`src/rtl/nes_controller_responder_pkg.sv`:
```
// Shared types and constants for the NES controller responder: FSM state
// encoding and the standard controller button bit positions.
package nes_pkg;

   typedef enum logic [1:0] {
      IDLE,
      LOAD,
      SHIFT,
      DONE
   } nes_resp_state_t;

   localparam int NES_NUM_BUTTONS = 8;

   localparam int BTN_A      = 0;
   localparam int BTN_B      = 1;
   localparam int BTN_SELECT = 2;
   localparam int BTN_START  = 3;
   localparam int BTN_UP     = 4;
   localparam int BTN_DOWN   = 5;
   localparam int BTN_LEFT   = 6;
   localparam int BTN_RIGHT  = 7;

endpackage

```
`src/rtl/nes_controller_responder_if.sv`:
```
// Pin-level bundle between the connector/button source and the responder.
// turbo_mask exists only when NES_RESP_TURBO_EN is defined.
interface nes_controller_responder_if
   import nes_pkg::*;
#(
   parameter int NUM_BITS = NES_NUM_BUTTONS
);

   logic                nes_latch;
   logic                nes_pulse;
   logic [NUM_BITS-1:0] buttons;
   logic                nes_data;
   logic                frame_done;
   logic                busy;
`ifdef NES_RESP_TURBO_EN
   logic [NUM_BITS-1:0] turbo_mask;

   modport master (
      output nes_latch, nes_pulse, buttons, turbo_mask,
      input  nes_data, frame_done, busy
   );

   modport slave (
      input  nes_latch, nes_pulse, buttons, turbo_mask,
      output nes_data, frame_done, busy
   );
`else
   modport master (
      output nes_latch, nes_pulse, buttons,
      input  nes_data, frame_done, busy
   );

   modport slave (
      input  nes_latch, nes_pulse, buttons,
      output nes_data, frame_done, busy
   );
`endif

endinterface

```
`src/rtl/nes_controller_responder_sync_edge.sv`:
```
// Multi-flop synchronizer for an asynchronous host line plus a registered
// rising-edge strobe; rise_o appears SYNC_STAGES+1 clocks after the pin edge.
module nes_sync_edge #(
   parameter int SYNC_STAGES = 2
) (
   input  logic clk,
   input  logic reset,
   input  logic din_i,
   output logic level_o,
   output logic rise_o
);

   // SYNC_STAGES must be at least 2 for metastability settling.
   logic [SYNC_STAGES-1:0] sync_q;
   logic                   level_dly_q;
   logic                   rise_q;

   // NOTE: sequential state uses non-blocking assignments so every flop
   // samples the pre-edge value of its neighbour, forming a true shift chain.
   always_ff @(posedge clk or posedge reset) begin
      if (reset) begin
         sync_q      <= '0;
         level_dly_q <= 1'b0;
         rise_q      <= 1'b0;
      end else begin
         sync_q      <= {sync_q[SYNC_STAGES-2:0], din_i};
         level_dly_q <= sync_q[SYNC_STAGES-1];
         rise_q      <= sync_q[SYNC_STAGES-1] & ~level_dly_q;
      end
   end

   assign level_o = sync_q[SYNC_STAGES-1];
   assign rise_o  = rise_q;

endmodule

```
`src/rtl/nes_controller_responder.sv`:
```
// Device-side NES controller emulation (4021-style): captures buttons while
// latched, shifts them out active-low on host pulses. Optional turbo gating
// is enabled by defining NES_RESP_TURBO_EN.
module nes_controller_responder
   import nes_pkg::*;
#(
   parameter int SYNC_STAGES = 2,
   parameter int NUM_BITS    = NES_NUM_BUTTONS
`ifdef NES_RESP_TURBO_EN
   ,
   parameter int TURBO_DIV   = 4
`endif
) (
   input logic                     clk,
   input logic                     reset,
   nes_controller_responder_if.slave bus
);

   localparam int                CNT_W    = $clog2(NUM_BITS) + 1;
   localparam logic [CNT_W-1:0] LAST_CNT = CNT_W'(NUM_BITS);

   logic latch_s;
   logic latch_rise;
   logic pulse_s;
   logic pulse_rise;

   nes_sync_edge #(.SYNC_STAGES(SYNC_STAGES)) u_latch_sync (
      .clk     (clk),
      .reset   (reset),
      .din_i   (bus.nes_latch),
      .level_o (latch_s),
      .rise_o  (latch_rise)
   );

   nes_sync_edge #(.SYNC_STAGES(SYNC_STAGES)) u_pulse_sync (
      .clk     (clk),
      .reset   (reset),
      .din_i   (bus.nes_pulse),
      .level_o (pulse_s),
      .rise_o  (pulse_rise)
   );

   logic [NUM_BITS-1:0] capture;

`ifdef NES_RESP_TURBO_EN
   localparam int                 TCNT_W    = $clog2(TURBO_DIV + 1);
   localparam logic [TCNT_W-1:0] TCNT_WRAP = TCNT_W'(TURBO_DIV);

   logic              toggle_q, toggle_d;
   logic [TCNT_W-1:0] tcnt_q, tcnt_d;

   // The first TURBO_DIV frames read unmasked; every TURBO_DIV latches after
   // that the toggle flips, so masked buttons alternate in TURBO_DIV-frame runs.
   always_comb begin
      toggle_d = toggle_q;
      tcnt_d   = tcnt_q;
      if (latch_rise) begin
         if (tcnt_q == TCNT_WRAP) begin
            tcnt_d   = TCNT_W'(1);
            toggle_d = ~toggle_q;
         end else begin
            tcnt_d = tcnt_q + 1'b1;
         end
      end
   end

   always_ff @(posedge clk or posedge reset) begin
      if (reset) begin
         toggle_q <= 1'b0;
         tcnt_q   <= '0;
      end else begin
         toggle_q <= toggle_d;
         tcnt_q   <= tcnt_d;
      end
   end

   assign capture = bus.buttons & ~(bus.turbo_mask & {NUM_BITS{toggle_q}});
`else
   logic unused_latch_rise;
   assign unused_latch_rise = latch_rise;
   assign capture           = bus.buttons;
`endif

   nes_resp_state_t     state_q, state_d;
   logic [NUM_BITS-1:0] sr_q, sr_d;
   logic [CNT_W-1:0]    bit_cnt_q, bit_cnt_d;
   logic [CNT_W-1:0]    bit_cnt_inc;
   logic                nes_data_q, nes_data_d;
   logic                frame_done_q, frame_done_d;

   always_ff @(posedge clk or posedge reset) begin
      if (reset) begin
         state_q      <= IDLE;
         sr_q         <= '0;
         bit_cnt_q    <= '0;
         nes_data_q   <= 1'b1;
         frame_done_q <= 1'b0;
      end else begin
         state_q      <= state_d;
         sr_q         <= sr_d;
         bit_cnt_q    <= bit_cnt_d;
         nes_data_q   <= nes_data_d;
         frame_done_q <= frame_done_d;
      end
   end

   assign bit_cnt_inc = bit_cnt_q + 1'b1;

   // NOTE: every combinational output gets a default before the case so no
   // path leaves it unassigned, which would otherwise infer a latch.
   always_comb begin
      state_d      = state_q;
      sr_d         = sr_q;
      bit_cnt_d    = bit_cnt_q;
      nes_data_d   = nes_data_q;
      frame_done_d = 1'b0;
      unique case (state_q)
         IDLE: begin
            nes_data_d = 1'b1;
            if (latch_s) state_d = LOAD;
         end
         LOAD: begin
            sr_d       = capture;
            bit_cnt_d  = '0;
            nes_data_d = ~capture[BTN_A];
            if (!latch_s) state_d = SHIFT;
         end
         SHIFT: begin
            // Latch outranks a coincident pulse and discards the partial frame.
            if (latch_s) begin
               state_d = LOAD;
            end else if (pulse_rise) begin
               sr_d      = {1'b0, sr_q[NUM_BITS-1:1]};
               bit_cnt_d = bit_cnt_inc;
               if (bit_cnt_inc == LAST_CNT) begin
                  state_d      = DONE;
                  frame_done_d = 1'b1;
                  nes_data_d   = 1'b0;
               end else begin
                  nes_data_d = ~sr_q[1];
               end
            end
         end
         DONE: begin
            nes_data_d = 1'b0;
            if (latch_s) state_d = LOAD;
         end
         default: state_d = IDLE;
      endcase
   end

   always_comb begin
      bus.busy       = (state_q == LOAD) || (state_q == SHIFT);
      bus.nes_data   = nes_data_q;
      bus.frame_done = frame_done_q;
   end

   logic unused_pulse_s;
   assign unused_pulse_s = pulse_s;

endmodule

```
`src/flat_wrapper.sv`:
```
// flat-port wrapper written by rule: the top's interface ports become plain ports
module nes_controller_responder_flat import nes_pkg::*;
#(
   parameter int SYNC_STAGES = 2,
   parameter int NUM_BITS    = NES_NUM_BUTTONS

)
  (clk, reset, bus_nes_latch, bus_nes_pulse, bus_buttons, bus_nes_data, bus_frame_done, bus_busy);
  nes_controller_responder_if #(.NUM_BITS(NUM_BITS)) bus_i ();
  input logic clk;
  input logic reset;
  input wire logic [$bits(bus_i.nes_latch)-1:0] bus_nes_latch;
  input wire logic [$bits(bus_i.nes_pulse)-1:0] bus_nes_pulse;
  input wire logic [$bits(bus_i.buttons)-1:0] bus_buttons;
  output wire logic [$bits(bus_i.nes_data)-1:0] bus_nes_data;
  output wire logic [$bits(bus_i.frame_done)-1:0] bus_frame_done;
  output wire logic [$bits(bus_i.busy)-1:0] bus_busy;
  assign bus_i.nes_latch = bus_nes_latch;
  assign bus_i.nes_pulse = bus_nes_pulse;
  assign bus_i.buttons = bus_buttons;
  assign bus_nes_data = bus_i.nes_data;
  assign bus_frame_done = bus_i.frame_done;
  assign bus_busy = bus_i.busy;
  nes_controller_responder #(.SYNC_STAGES(SYNC_STAGES), .NUM_BITS(NUM_BITS)) u_core (.clk(clk), .reset(reset), .bus(bus_i));
endmodule
```
`config.mk`:
```
export PLATFORM = sky130hd
export DESIGN_NAME = nes_controller_responder_flat
export DESIGN_NICKNAME = d
export VERILOG_FILES = /design/src/rtl/nes_controller_responder_pkg.sv /design/src/rtl/nes_controller_responder_if.sv /design/src/rtl/nes_controller_responder_sync_edge.sv /design/src/rtl/nes_controller_responder.sv /design/src/flat_wrapper.sv
export SDC_FILE = /design/constraint.sdc
export NUM_CORES = 1
export LEC_CHECK = 0
export BUFFER_PORTS_ARGS = -buffer_cell sky130_fd_sc_hd__buf_2
export CORE_UTILIZATION = 35
export CTS_BUF_LIST = sky130_fd_sc_hd__clkbuf_4
export DETAILED_ROUTE_END_ITERATION = 8
export HOLD_SLACK_MARGIN = 0.1
export SYNTH_ARGS = -nofsm -noshare
export SYNTH_HDL_FRONTEND = slang
export SYNTH_SLANG_ARGS = --single-unit
```
`constraint.sdc`:
```
create_clock -name clk -period 4 [get_ports clk]
set_input_delay 0.6 -clock clk [delete_from_list [all_inputs] [get_ports clk]]
set_output_delay 0.6 -clock clk [all_outputs]
set_load 0.005 [all_outputs]
```
==> metrics, run 1 <==
Max clock buf depth 2; crit path capture type output port; Reg power frac 45.6%; Detail Route Antenna Nets 0; internal power between 400 and 500 uW; Data arrival, critical path 1.26 ns; layout cell share with drive strength beyond 1 between 20% and 30%; CTS Hold Bufs 0; post-synthesis xor/xnor area fraction less than 1%; pwr dens a little over 600 nW/um^2; Synth Net Count 103; port bufs 14; worst clock skew about 0.0026 ns; initial antenna violation count 0; Post-Synth Simple-Gate Area 15.3%; Max-cap violations 0; Final Cycle Share 46.5%; register area share after synthesis about 53%; DIE AREA 3050 um^2; final hold viol count 0; sw frac 36.3%; kind of start point of the critical path flip-flop; fillcell total 263; area of the multi-input gates 430 um^2; fraction of post-synthesis cell area in the top cell type by area approximately 50%; Fin Setup TNS 0 ns; gr ovfl total 0; hold slack 0.361 ns; Max Freq around 540 MHz; Synth Cell Area 992 um^2; CTS tree done; core area roughly 2600 um^2; Worst Path Max Fanout 3; Hold WC Path Type flip-flop to flip-flop; Cells after Synth 86; Gate power share 39.5%; Reg2Reg Setup Slack 2.18 ns; largest net degree at the start of global routing 22; number of synthesized flops with an enable pin 0; endpoints failing setup 0; min Tclk post-route 1.86 ns; post-synthesis compound-gate area fraction ~14%; initial drt markers 10; P&R area growth vs syn 12.0%; Ant. Diodes 0; Die X-Extent 55.2 um; routability congestion estimate 0.714; Max Slew Vio Count 0; Synth warnings 0; I/O pin cnt 15; Switch Pwr ~250 uW; CTS Sinks 21; Leak 0.548 nW; mux share of post-synthesis cell area 7.06%; outcome finished clean; Peak VDD IR 0.293 mV; Synth Area in Adders 6.31%; relative slew slack 48.4%; Clk pwr share between 10% and 20%; Clock Tree Root clkbuf_4; largest area contributor in the netlist dfrtp_1; post-DP HPWL 1180 um; Post-synth ARST share 100%; clk slew on worst S/H paths 0.11 ns; Num CTS Buffers 3; largest family of logic cells by synthesized area simple AND/OR/NAND/NOR gates; Initial Utilization about two fifths; most area-consuming cells after synthesis dfrtp_1 50%, mux2i_1 7.1%, ha_1 6.3%, o21ai_1 5.0%, nand2_1 3.4%; post-cts resize count 0; number of global-route vias before repair 640; routed wire length roughly 1600 um; number of vias per cell roughly 4.8; Yosys reg bits 21; router iterations before antenna repair 4; Netlist cell types 27; all-layer global routing usage 11.6%; CP Class flip-flop to output port; Vias 639; Worst-Skew Late Latency ~0.30 ns; first-pass GRT wire length 2730 um; # DRC 0; wire per inst between 10 and 15 um; FF/Latch Area 527 um^2; Crit path required time 3.40 ns; row count 18; Final Net Count between 100 and 150; syn_area_per_cell approximately 12 um^2; Die Y ~55 um; top cells by instance count after synthesis 20 x dfrtp_1, 10 x o21ai_1, 9 x nand2_1; most common cell in the synthesized netlist dfrtp_1; H-tree levels 1; RSZ-0062 raised after global routing no; setup bufs post-CTS 0; top_reg_cell synth dfrtp_1; Worst-Margin Slew 0.774 ns
-- worst paths after layout --
kind | cells past startpoint | to | start
setup / recovery | 3 | bus_busy | u_core.state_q[0]
hold / removal | 0 | u_core.u_latch_sync.sync_q[1] | u_core.u_latch_sync.sync_q[0]
setup reg to reg | 6 | u_core.bit_cnt_q[2] | u_core.state_q[0]
hold reg to reg | 0 | u_core.u_latch_sync.sync_q[1] | u_core.u_latch_sync.sync_q[0]
max in group asynchronous | 2 | u_core.bus.frame_done | reset
min in group asynchronous | 2 | u_core.sr_q[4] | reset
-- through the flow --
| step | cell area [um^2] | power [mW] | util, % | setup WS (ns) | instances |
|---|---|---|---|---|---|
| final | 1110 | 0.679 | 43.3 | 2.14 | 132 |
| after global routing | 1110 | 0.740 | 43.3 | 2.02 | 132 |
| after CTS | 1110 | 0.692 | 43.3 | 2.12 | 132 |
| after detailed placement | 1080 | 0.591 | 42.2 | 2.19 | 128 |
| after global placement | 1080 | 0.577 | 42.2 | 2.22 | 128 |
| after floorplan | 992 | 0.535 | - | 2.61 | 86 |
-- layout make-up --
type | count | area share (%)
flip-flops and latches | 21 | 47.4
multi-input cells | 58 | 38.7
repair buffers | 14 | 6.31
well taps | 30 | 3.38
clock buffers | 3 | 2.03
inverters | 5 | 1.69
clock inverters | 1 | 0.450
-- placed cells by master, fill, tap and decap left out, drive strengths merged --
cell type / instances
inv: 5
a22o: 2
nand3: 1
and3b: 2
clkbuf: 3
mux2i: 7
xor2: 1
nor3b: 1
o211ai: 1
o21ai: 10
a311oi: 1
ha: 5
dfrtp: 20
nand2: 9
nor2b: 4
a31oi: 2
clkinv: 1
nand2b: 3
a21boi: 1
and2b: 1
nor2: 3
a2bb2oi: 1
buf: 14
a21oi: 2
nand3b: 1
dfstp: 1
-- critical path, cell delays in order (launching register included) --
cell and delay [ns]:
dfrtp_1 0.39, inv_1 0.08, ha_1 0.34, buf_2 0.14
-- layer usage --
metal  part of all wire (%)  wire [um]  track usage [%]  vias up
met2                     50        782             19.4        9
met5                      0          0                0        -
met3                    3.4         54             4.22        2
li1                       -          -                -      328
met4                   0.89         14             3.21        0
met1                     46        718             14.2      300
-- registers in the layout, indices dropped and copies added, names as in the netlist --
name                             cells
u_core.bit_cnt_q                     4
u_core.u_pulse_sync.sync_q           2
u_core.u_pulse_sync.rise_o           1
u_core.u_latch_sync.sync_q           2
u_core.bus.nes_data                  1
u_core.state_q                       2
u_core.u_pulse_sync.level_dly_q      1
u_core.bus.frame_done                1
u_core.sr_q                          7
-- power groups by stage --
stage / clock, mW / combinational, mW / sequential, mW
3_3_place_gp: 0 / 0.264 / 0.313
5_1_grt: 0.115 / 0.306 / 0.319
4_1_cts: 0.105 / 0.276 / 0.311
3_5_place_dp: 0 / 0.276 / 0.315
2_1_floorplan: 0 / 0.230 / 0.305
6_report: 0.101 / 0.268 / 0.310
-- cells by family after synthesis --
| kind of cell | Yosys count |
|---|---|
| muxes | 7 |
| and+or+nand+nor | 25 |
| DFF | 21 |
| xor gates and xnor gates | 1 |
| AOI/OAI and AO/OA | 20 |
| adders and majority gates | 5 |
| buffers and inverters | 7 |
Note: power is estimated with default switching activity, not from simulation.
==> run 2: changes to the inputs <==
- ABC_AREA: default -> 1
- clock period: 4 -> 1.61 ns (I/O delays scaled with it)
==> run 2 against run 1 <==
  * First-iteration DRC count grew 70%
  * Clock power is 150% higher
  * Area after synthesis is 1.0% lower
  * Die area shrank 0.98%
==> metrics, run 2 <==
area of the multi-input gates 399 um^2 (was 430 um^2); Ant. Diodes 0 (unchanged); Final Net Count 148 (was 120); post-DP HPWL 1270 um (was 1180 um); Cells after Synth 107 (was 86); fillcell total 267 (was 263); final instance area 1160 um^2 (was 1110 um^2); Slowest cell on crit path dfrtp_1 (unchanged); most common cell in the synthesized netlist nand2_1 (was dfrtp_1); CTS Sinks 21 (unchanged); syn_area_per_cell 9.18 um^2 (was 11.5 um^2); register area share after synthesis 53.6% (was 53.1%); first-pass GRT wire length 2930 um (was 2730 um); Post-synth ARST share 100% (unchanged); most area-consuming cells after synthesis dfrtp_1 51%, nand2_1 11%, ha_1 6.4%, nand3_1 5.1%, a31oi_1 3.8% (was dfrtp_1 50%, mux2i_1 7.1%, ha_1 6.3%, o21ai_1 5.0%, nand2_1 3.4%); gr ovfl total 0 (unchanged); router iterations before antenna repair 4 (unchanged); Max Slew Vio Count 0 (unchanged); Area after DPL 1090 um^2 (was 1080 um^2); most common cell after layout, fill and taps aside nand2_1 (was dfrtp_1); routed wire length 1680 um (was 1570 um); endpoints failing setup 0 (unchanged); hold endpoint u_core.sr_q[2] (was u_core.u_latch_sync.sync_q[1]); Worst-Skew Late Latency 0.30 ns (about the same); layout cell share with drive strength beyond 1 23.1% (was 23.5%); Pwr Total 1.84 mW (was 679 uW); Die Y 55.0 um (was 55.2 um); FF/Latch Area 527 um^2 (unchanged); largest area contributor in the netlist dfrtp_1 (unchanged); relative slew slack 79.9% (was 48.4%); Reg2Reg Setup Slack 0.16 ns (was 2.18 ns); pre-CTS WS 0.102 ns (was 2.19 ns); H-tree levels 1 (unchanged); critical path, cell by cell inv_1, ha_1, buf_2 (unchanged); top_reg_cell synth dfrtp_1 (unchanged); max FFs per register 7 (unchanged); crit path capture type output port (unchanged); Data arrival, critical path 1.22 ns (was 1.26 ns); Initial Utilization 38.3% (was 38.6%); Worst-Margin Slew 0.298 ns (was 0.774 ns); worst r2r src u_core.state_q[0] (unchanged); setup ws final 0.153 ns (was 2.14 ns); worst clock skew 0.00471 ns (was 0.00265 ns); Peak VDD IR 0.691 mV (was 0.293 mV); routability congestion estimate 0.781 (was 0.714); Hold Path Depth 3 (was 0); top cells by instance count after synthesis 29 x nand2_1, 20 x dfrtp_1, 10 x nand3_1 (was 20 x dfrtp_1, 10 x o21ai_1, 9 x nand2_1); Synth Net Count 124 (was 103); min Tclk post-route roughly 1.5 ns; reg-to-reg critical path endpoint u_core.state_q[0] (was u_core.bit_cnt_q[2]); CP Class flip-flop to output port (unchanged); Leak 0.594 nW (was 0.548 nW); number of synthesized flops with an enable pin 0 (unchanged); Max clock buf depth 2 (unchanged); Max-cap violations 0 (unchanged); post-layout util 45.2% (was 43.3%); hold_sp bus_buttons[2] (was u_core.u_latch_sync.sync_q[0]); pwr dens 1580 nW/um^2 (was 611 nW/um^2); I/O pin cnt 15 (unchanged); DIE AREA 3020 um^2 (was 3050 um^2); all-layer global routing usage 14.1% (was 11.6%); wire per inst 10.5 um (was 11.9 um); Synth Cell Area 982 um^2 (was 992 um^2); Clock Tree Root clkbuf_4 (unchanged); row count 18 (unchanged); most frequent cells in the layout 29 x nand2_1, 20 x dfrtp_1, 14 x buf_2 (was 20 x dfrtp_1, 14 x buf_2, 10 x o21ai_1); Crit path required time 1.37 ns (was 3.40 ns); Hold WC Path Type primary input to flip-flop (was flip-flop to flip-flop); final hold viol count 0 (unchanged); CTS tree done (unchanged); Die X-Extent 55.0 um (was 55.2 um); R2R depth 10 (was 6); largest net degree at the start of global routing 22 (unchanged); fraction of post-synthesis cell area in the top cell type by area 51.0% (was 50.4%); Synth warnings 0 (unchanged); RSZ-0062 raised after global routing no (unchanged); Worst Path Max Fanout 3 (unchanged); number of vias per cell 4.82 (was 4.84); Fin Setup TNS 0 ns (unchanged); port bufs 14 (unchanged); Crit path largest cell delay 0.38 ns (was 0.39 ns); outcome finished clean (unchanged); clk slew on worst S/H paths 0.12 ns (was 0.11 ns); Yosys reg bits 21 (unchanged); Vias 771 (was 639); initial antenna violation count 0 (unchanged); P&R area growth vs syn 18.2% (was 12.0%); Num CTS Buffers 3 (unchanged); kind of start point of the critical path flip-flop (unchanged); most flop-heavy register u_core.sr_q (unchanged); Detail Route Antenna Nets 0 (unchanged); core area 2570 um^2 (unchanged); Max Freq 686 MHz; # DRC 0 (unchanged); initial drt markers 17 (was 10); Netlist cell types 21 (was 27); Final Cycle Share 90.5%; Top Registers u_core.sr_q: 7 flops, u_core.bit_cnt_q: 4 flops (unchanged); number of global-route vias before repair 687 (was 640)
## run 2: cell types whose count changed in the layout (fill, tap and decap cells not counted), sizes merged, moves of 3 or more
cell         delta
buf             +4
dlygate4sd3     +3
mux2i           -7
nand3           +9
a31oi           +4
nand2          +22
nand2b          -3
o21ai           -7
inv             +5
nor2b           -4
nor2            +9
## run 2: metal layers
metal	routed length, um	vias up	part of all wire, %	global-route usage [%]
li1	-	392	-	-
met1	824	364	49	18.7
met2	778	13	46	20.7
met3	62	2	3.7	5.74
met4	10	0	0.60	5.00
met5	0	-	0	0
## run 2: report_power, final
part           internal [mW]  total, mW  leakage, nW  switching (mW)
logic                  0.334      0.806        0.323           0.472
registers              0.686      0.779        0.253          0.0930
clock network         0.0927      0.250       0.0177           0.158
total                   1.11       1.84        0.594           0.723
## run 2: area by class of cell
type | count | share of cell area (%)
flip-flops and latches | 21 | 45.4
multi-input cells | 74 | 34.4
repair buffers | 21 | 11.2
inverters | 10 | 3.45
well taps | 30 | 3.23
clock buffers | 3 | 1.94
clock inverters | 1 | 0.431
## run 2: worst max path at each step
| stage | from | end | slack [ns] | depth (start not counted) |
|---|---|---|---|---|
| floorplan | u_core.state_q[0] | u_core.sr_q[3] | 0.17 | 9 |
| global placement | u_core.state_q[0] | u_core.state_q[1] | 0.17 | 10 |
| detailed placement | u_core.state_q[0] | u_core.state_q[0] | 0.10 | 10 |
| CTS | u_core.state_q[0] | u_core.state_q[0] | 0.09 | 10 |
| global route | u_core.state_q[0] | u_core.state_q[1] | 0.008 | 10 |
| finish | u_core.state_q[0] | bus_busy | 0.15 | 3 |
## run 2: cells by family (layout without fill, tap and decap cells)
logic type	after synthesis	count (layout)	synth area share (%)
adders and majority gates	5	5	6.37
DFF	21	21	53.6
AOI/OAI and AO/OA	14	14	8.54
buffers and inverters	12	35	5.73
and+or+nand+nor	55	55	25.7
## run 2: timing repair
item / CTS / global route
setup buffers: 0 / 1
hold buffers: 3 / 0
setup endpoints to repair: 0 / 8
resized for setup: 0 / 1
endpoints found under the hold margin: 22 / 0
## run 2: metrics by stage
step	hold WS, ns	std cells
after global routing	0.169	160
after detailed placement	0.287	152
after floorplan	0.217	107
final	0.180	160
after CTS	0.166	159
after global placement	0.284	152
## run 2: worst max-delay path: cells and delay by family, from the launching register on
| family | cells | cell delay (ns) |
|---|---|---|
| buffers and inverters | 2 | 0.21 |
| flip-flops | 1 | 0.38 |
| adder cells (fa/ha/maj) | 1 | 0.33 |
